<file path="config.mk">
export PLATFORM = sky130hd
export DESIGN_NAME = ir_cmd_controller
export DESIGN_NICKNAME = d
export VERILOG_FILES = /design/src/rtl/ir_pkg.sv /design/src/rtl/ir_hold_timer.sv /design/src/rtl/ir_cmd_controller.sv
export SDC_FILE = /design/constraint.sdc
export NUM_CORES = 1
export LEC_CHECK = 0
export ABC_CLOCK_PERIOD_IN_PS = 8010
export CORE_ASPECT_RATIO = 0.7
export CORE_UTILIZATION = 50
export DETAILED_ROUTE_END_ITERATION = 8
export HOLD_SLACK_MARGIN = 0.1
export MAX_ROUTING_LAYER = met4
export PLACE_DENSITY = 0.73
export SYNTH_ARGS = -nofsm -noshare
export SYNTH_HDL_FRONTEND = slang
export SYNTH_HIERARCHICAL = 1
export SYNTH_SLANG_ARGS = --single-unit
</file>
<file path="constraint.sdc">
create_clock -name clk -period 8.01 [get_ports clk]
set_input_delay 1.2015 -clock clk [delete_from_list [all_inputs] [get_ports clk]]
set_output_delay 1.2015 -clock clk [all_outputs]
set_load 0.02 [all_outputs]
</file>
<file path="src/rtl/ir_pkg.sv">
// Shared types and defaults for the infrared command controller: FSM state
// encodings, the 32-bit NEC-style frame layout and default command codes.
package ir_pkg;

  typedef enum logic [2:0] {
    ST_IDLE  = 3'd0,
    ST_CHECK = 3'd1,
    ST_DRIVE = 3'd2,
    ST_HOLD  = 3'd3
  } state_e;

  localparam int FIELD_W = 8;

  // Packed so that addr lands on [7:0] and ncmd on [31:24] of the raw frame.
  typedef struct packed {
    logic [FIELD_W-1:0] ncmd;
    logic [FIELD_W-1:0] cmd;
    logic [FIELD_W-1:0] naddr;
    logic [FIELD_W-1:0] addr;
  } frame_t;

  localparam logic [FIELD_W-1:0] DEF_ADDR     = 8'h00;
  localparam logic [FIELD_W-1:0] DEF_CMD_W1   = 8'h18;
  localparam logic [FIELD_W-1:0] DEF_CMD_W2   = 8'h52;
  localparam logic [FIELD_W-1:0] DEF_CMD_W3   = 8'h08;
  localparam logic [FIELD_W-1:0] DEF_CMD_W4   = 8'h5A;
  localparam logic [FIELD_W-1:0] DEF_CMD_STOP = 8'h1C;

  function automatic logic frame_ok(input frame_t f, input logic [FIELD_W-1:0] dev_addr);
    return (f.addr == dev_addr) &&
           ((f.addr ^ f.naddr) == 8'hFF) &&
           ((f.cmd ^ f.ncmd) == 8'hFF);
  endfunction

endpackage

</file>
<file path="src/rtl/ir_hold_timer.sv">
// Down counter that measures how long an actuator output stays on after the
// last accepted frame or repeat code; it parks at zero instead of wrapping.
module ir_hold_timer #(
  parameter int HOLD_CYCLES = 1000
) (
  input  logic clk,
  input  logic reset,
  input  logic load,
  input  logic reload,
  input  logic enable,
  output logic expired
);

  localparam int CNT_W = (HOLD_CYCLES > 2) ? $clog2(HOLD_CYCLES) : 1;
  localparam logic [CNT_W-1:0] START_VAL = CNT_W'(HOLD_CYCLES - 1);

  logic [CNT_W-1:0] r_count;

  // NOTE: sequential state uses non-blocking assignments so every register
  // samples pre-edge values regardless of block ordering.
  always_ff @(posedge clk or posedge reset) begin
    if (reset) begin
      r_count <= '0;
    end else if (load || reload) begin
      r_count <= START_VAL;
    end else if (enable && (r_count != '0)) begin
      r_count <= r_count - 1'b1;
    end
  end

  assign expired = (r_count == '0);

endmodule

</file>
<file path="src/rtl/ir_cmd_controller.sv">
// Turns validated IR frames into one-hot actuator outputs w1..w4, holds the
// output while repeat codes arrive and drops it on timeout or a STOP command.
module ir_cmd_controller
  import ir_pkg::*;
#(
  parameter logic [7:0] ADDR        = DEF_ADDR,
  parameter int         HOLD_CYCLES = 1000,
  parameter logic [7:0] CMD_W1      = DEF_CMD_W1,
  parameter logic [7:0] CMD_W2      = DEF_CMD_W2,
  parameter logic [7:0] CMD_W3      = DEF_CMD_W3,
  parameter logic [7:0] CMD_W4      = DEF_CMD_W4,
  parameter logic [7:0] CMD_STOP    = DEF_CMD_STOP,
  parameter int         ERR_W       = 8
) (
  input  logic             clk,
  input  logic             reset,
  input  logic             frame_valid,
  input  logic [31:0]      frame_data,
  input  logic             repeat_pulse,
  output logic             w1,
  output logic             w2,
  output logic             w3,
  output logic             w4,
  output logic             cmd_valid,
  output logic [7:0]       cmd_code,
  output logic [ERR_W-1:0] err_count,
  output logic [2:0]       estado
);

  state_e           r_state, w_state_nxt;
  frame_t           r_frame_q, w_frame_q_nxt;
  frame_t           r_pend_data, w_pend_data_nxt;
  logic             r_pend_valid, w_pend_valid_nxt;
  logic [3:0]       r_w, w_w_nxt;
  logic             r_cmd_valid, w_cmd_valid_nxt;
  logic [7:0]       r_cmd_code, w_cmd_code_nxt;
  logic [ERR_W-1:0] r_err;
  logic [ERR_W:0]   w_err_sum;

  frame_t w_incoming;
  logic   w_accept, w_take_pend, w_start, w_frame_ok, w_any;
  logic   w_reject, w_overflow;
  logic   w_tmr_load, w_tmr_reload, w_tmr_enable, w_tmr_expired;

  assign w_incoming  = frame_t'(frame_data);
  assign w_accept    = (r_state == ST_IDLE) || (r_state == ST_HOLD);
  assign w_take_pend = w_accept && r_pend_valid;
  assign w_start     = w_take_pend || (w_accept && frame_valid);
  assign w_frame_ok  = frame_ok(r_frame_q, ADDR);
  assign w_any       = |r_w;

  ir_hold_timer #(.HOLD_CYCLES(HOLD_CYCLES)) u_hold_timer (
    .clk    (clk),
    .reset  (reset),
    .load   (w_tmr_load),
    .reload (w_tmr_reload),
    .enable (w_tmr_enable),
    .expired(w_tmr_expired)
  );

  // A pending frame is always consumed first; a frame arriving in that same
  // cycle refills the slot it just vacated.
  always_comb begin
    w_pend_valid_nxt = r_pend_valid;
    w_pend_data_nxt  = r_pend_data;
    w_overflow       = 1'b0;
    if (w_take_pend) begin
      w_pend_valid_nxt = frame_valid;
      w_pend_data_nxt  = w_incoming;
    end else if (!w_accept && frame_valid) begin
      w_pend_valid_nxt = 1'b1;
      w_pend_data_nxt  = w_incoming;
      w_overflow       = r_pend_valid;
    end
  end

  always_ff @(posedge clk or posedge reset) begin
    if (reset) begin
      r_state <= ST_IDLE;
    end else begin
      r_state <= w_state_nxt;
    end
  end

  // NOTE: every signal driven here gets a default first, so no path through
  // the case can leave one unassigned and infer a latch.
  always_comb begin
    w_state_nxt     = r_state;
    w_frame_q_nxt   = r_frame_q;
    w_w_nxt         = r_w;
    w_cmd_valid_nxt = 1'b0;
    w_cmd_code_nxt  = r_cmd_code;
    w_reject        = 1'b0;
    w_tmr_load      = 1'b0;
    w_tmr_reload    = 1'b0;
    w_tmr_enable    = 1'b0;
    case (r_state)
      ST_IDLE: begin
        if (w_start) begin
          w_frame_q_nxt = w_take_pend ? r_pend_data : w_incoming;
          w_state_nxt   = ST_CHECK;
        end
      end
      ST_HOLD: begin
        w_tmr_enable = 1'b1;
        if (w_start) begin
          w_frame_q_nxt = w_take_pend ? r_pend_data : w_incoming;
          w_state_nxt   = ST_CHECK;
          if (w_tmr_expired) w_w_nxt = '0;
        end else if (repeat_pulse) begin
          w_tmr_reload = 1'b1;
        end else if (w_tmr_expired) begin
          w_w_nxt     = '0;
          w_state_nxt = ST_IDLE;
        end
      end
      ST_CHECK: begin
        w_state_nxt = w_any ? ST_HOLD : ST_IDLE;
        if (w_frame_ok) begin
          w_cmd_valid_nxt = 1'b1;
          w_cmd_code_nxt  = r_frame_q.cmd;
          if (r_frame_q.cmd == CMD_W1) begin
            w_w_nxt = 4'b0001; w_state_nxt = ST_DRIVE;
          end else if (r_frame_q.cmd == CMD_W2) begin
            w_w_nxt = 4'b0010; w_state_nxt = ST_DRIVE;
          end else if (r_frame_q.cmd == CMD_W3) begin
            w_w_nxt = 4'b0100; w_state_nxt = ST_DRIVE;
          end else if (r_frame_q.cmd == CMD_W4) begin
            w_w_nxt = 4'b1000; w_state_nxt = ST_DRIVE;
          end else if (r_frame_q.cmd == CMD_STOP) begin
            w_w_nxt = '0; w_state_nxt = ST_IDLE;
          end
        end else begin
          w_reject = 1'b1;
        end
      end
      ST_DRIVE: begin
        w_tmr_load  = 1'b1;
        w_state_nxt = ST_HOLD;
      end
      default: w_state_nxt = ST_IDLE;
    endcase
  end

  // Rejection and slot overflow can coincide, so the counter may step by two.
  assign w_err_sum = {1'b0, r_err} + (ERR_W+1)'(w_reject) + (ERR_W+1)'(w_overflow);

  always_ff @(posedge clk or posedge reset) begin
    if (reset) begin
      r_frame_q    <= '0;
      r_pend_data  <= '0;
      r_pend_valid <= 1'b0;
      r_w          <= '0;
      r_cmd_valid  <= 1'b0;
      r_cmd_code   <= '0;
      r_err        <= '0;
    end else begin
      r_frame_q    <= w_frame_q_nxt;
      r_pend_data  <= w_pend_data_nxt;
      r_pend_valid <= w_pend_valid_nxt;
      r_w          <= w_w_nxt;
      r_cmd_valid  <= w_cmd_valid_nxt;
      r_cmd_code   <= w_cmd_code_nxt;
      r_err        <= w_err_sum[ERR_W] ? '1 : w_err_sum[ERR_W-1:0];
    end
  end

  assign w1        = r_w[0];
  assign w2        = r_w[1];
  assign w3        = r_w[2];
  assign w4        = r_w[3];
  assign cmd_valid = r_cmd_valid;
  assign cmd_code  = r_cmd_code;
  assign err_count = r_err;
  assign estado    = r_state;

endmodule

</file>
==> results.yml <==
timing:
  setup_violations: 0
  period_minus_slack_ps: 3268
  fin_skew_ps: 8.762
  relSlewSlack: 0.2356
  drv_slew: 0
  holdWs_ps: 484.8
  max_freq_mhz: 306.0
  min_period_over_period: 0.4080
  max_slew.worst_pin.slew_ps: 1141
  rsz0062_at_grt: "no"
  setup_ws_ps: 4742
  hold_viol_final: 0
  fin_tns_setup_ps: 0
clock_tree:
  clockRootBuffer: "clkbuf_16"
  clk_pin_slew_ps: 70
  cts_buffers: 9
  clock_path_buffers: 2
  cts_setup_buffers: 0
  insertion_delay_ps: 350
  htree_levels: 3
  cts_tree: "done"
  ctsHoldBuffers: 0
  clock-sinks: 98
  ctsResizeCount: 0
routing:
  wl_um: 11120
  drt_iter0_markers: 317
  via_count: 3796
  drtAntennaViolNets: 0
  avgRoutedWirePerCell_um: 17.43
  viasPerCell: 5.950
  drc: 0
  dr.pass1.iters: 5
global_route:
  grt_max_degree: 89
  grt_pass1_wl_um: 18140
  antenna_found_initial: 0
  grt_pass1_vias: 3598
  grt_usage: 0.2378
  grt_overflow_total: 0
floorplanning:
  core_area_mm2: 0.009325
  start_util: 0.5289
  rows: 29
  die_area_mm2: 0.01027
  die_w_um: 120.7
  io_pins: 60
  die_y_um: 85.10
pwr:
  p_per_area_mw_per_mm2: 402.8
  p_clk_frac: 0.169
  p_comb_frac: 0.454
  p_int_mw: 1.420
  switching_share: 0.4013
  irDropWorstVdd_mv: 0.1796
  p_sw_mw: 0.9517
  cellLeakagePower_nw: 2.402
  sequentialPowerShare: 0.377
  power_mw: 2.372
final_layout:
  fill_cells: 737
  drive_above_1_share: 0.1420
  final_common_cell: "dfrtp_1"
  area_delta_synth_final_pct: 19.38
  fin_nets: 552
  antenna_cells: 0
  final_cell_mix: "dfrtp_1 (98), clkdlybuf4s50_1 (58), mux2_2 (40), a21oi_1 (38), o21ai_0 (36)"
logic_synthesis:
  ys_seq_area_frac: 0.4972
  syn_inst: 462
  ys.flop_type: "dfrtp_1"
  synth_seq_cells: 98
  yosys_warnings: 6
  syn_area_mm2: 0.004932
  synth-edff-count: 0
  syn-num-nets: 505
  synth.avg_cell_area_um2: 10.68
  yosysUniqueCellTypes: 58
  async_flop_share: 1.000
placed_design:
  place.gp.congestion: 0.8030
  io_buffers: 58
  pre_cts_slack_ps: 4469
  hpwl_um: 7371
critical_path:
  crit_arrival_ps: 3500
  cp_slowest_cell: "clkdlybuf4s50_1"
  crit_path_end_kind: "register"
  required_ps: 8240
  ff2ff_path_depth: 11
  cp_cell_sequence: "clkdlybuf4s50_1 -> buf_4 -> o21bai_1 -> nand3_1 -> inv_1 -> nor4bb_1 -> o21ai_0 -> and3_1"
  slowest_delay_ps: 450
  startpoint_type: "input port"
  crit_fanout: 34
  critPathKind: "input port to register"
job:
  cap_violations: 0
worst_hold_path:
  hp-class: "register to register"
  min_path_cells: 2
status:
  status: "complete, no violations"
==> metrics by stage <==
| stage | cells | util | area (um2) |
|---|---|---|---|
| floorplan | 462 | - | 4932 |
| global placement | 622 | 0.6022 | 5615 |
| detailed placement | 622 | 0.6022 | 5615 |
| CTS | 638 | 0.6314 | 5888 |
| global route | 638 | 0.6314 | 5888 |
| finish | 638 | 0.6314 | 5888 |
==> layout make-up <==
class                           instances  area (um2)  share of cell area
Clock buffer                           10       229.0             0.03889
Clock inverter                          6       43.79            0.007437
Tap cell                              124       155.1             0.02635
Multi-Input combinational cell        324        2340              0.3974
Sequential cell                        98        2452              0.4165
Inverter                               13       50.05            0.008500
Timing Repair Buffer                   63       618.1              0.1050
==> sequential cells by signal, summed over array words and instances, names as in the netlist <==
signal and cells:
estado 2, r_w 4, u_hold_timer/r_count 10, cmd_valid 1, r_pend_valid 1, r_frame_q 32, r_pend_data 32, err_count 8
cmd_code 8
==> worst paths after layout <==
kind | startpoint | to | slack [ps]
min | r_frame_q[1] | r_frame_q[1] | 480
max reg2reg | r_frame_q[7] | err_count[4] | 5220
max | frame_valid | u_hold_timer/r_count[0] | 4740
min in group asynchronous | reset | u_hold_timer/r_count[3] | 1200
max in group asynchronous | reset | r_pend_data[9] | 5760
min reg2reg | r_frame_q[1] | r_frame_q[1] | 480
==> layer usage <==
metal,wire [um],GRT usage,up-vias
met5,0,-,-
met4,59,0.06061,0
met3,631,0.06048,4
met2,4903,0.3292,128
met1,5525,0.3467,1883
li1,-,-,1781
==> power by group through the flow <==
stage / Sequential (mW) / Clock, mW / Combinational (mW)
2_1_floorplan: 0.854 / 0 / 0.806
3_3_place_gp: 0.885 / 0 / 1.03
3_5_place_dp: 0.897 / 0 / 1.07
4_1_cts: 0.889 / 0.407 / 1.08
5_1_grt: 0.920 / 0.429 / 1.18
6_report: 0.895 / 0.400 / 1.08
==> critical path: cells and delay by family <==
| kind | cells | cell delay (ps) |
|---|---|---|
| buf+inv | 3 | 940 |
| simple gates | 3 | 860 |
| compound gates | 2 | 480 |
==> kinds of logic after synthesis <==
logic type	Yosys count	synth area share
compound gates	130	0.1618
xor+xnor	14	0.02486
fa+ha+maj	8	0.02131
buf+inv	40	0.03171
flops	98	0.4972
mux	43	0.09741
other cells	1	0.0007603
simple gates	128	0.1649
==> synth_stat cells, types with 5 or more instances <==
| cell type | instances | area, um2 |
|---|---|---|
| and3_1 | 5 | 31.28 |
| ha_1 | 6 | 75.07 |
| a21oi_1 | 39 | 195.2 |
| inv_1 | 13 | 48.80 |
| xor2_1 | 11 | 96.34 |
| nor3_1 | 7 | 35.03 |
| clkbuf_1 | 22 | 82.58 |
| a22oi_1 | 31 | 232.7 |
| o21ai_0 | 36 | 180.2 |
| nand4_1 | 7 | 43.79 |
| mux2_2 | 40 | 450.4 |
| nand3_1 | 5 | 25.02 |
| nor2b_1 | 33 | 206.5 |
| nor2_1 | 10 | 37.54 |
| nand2_1 | 22 | 82.58 |
| dfrtp_1 | 98 | 2452 |
No activity file was read; power rests on OpenSTA's default activity.
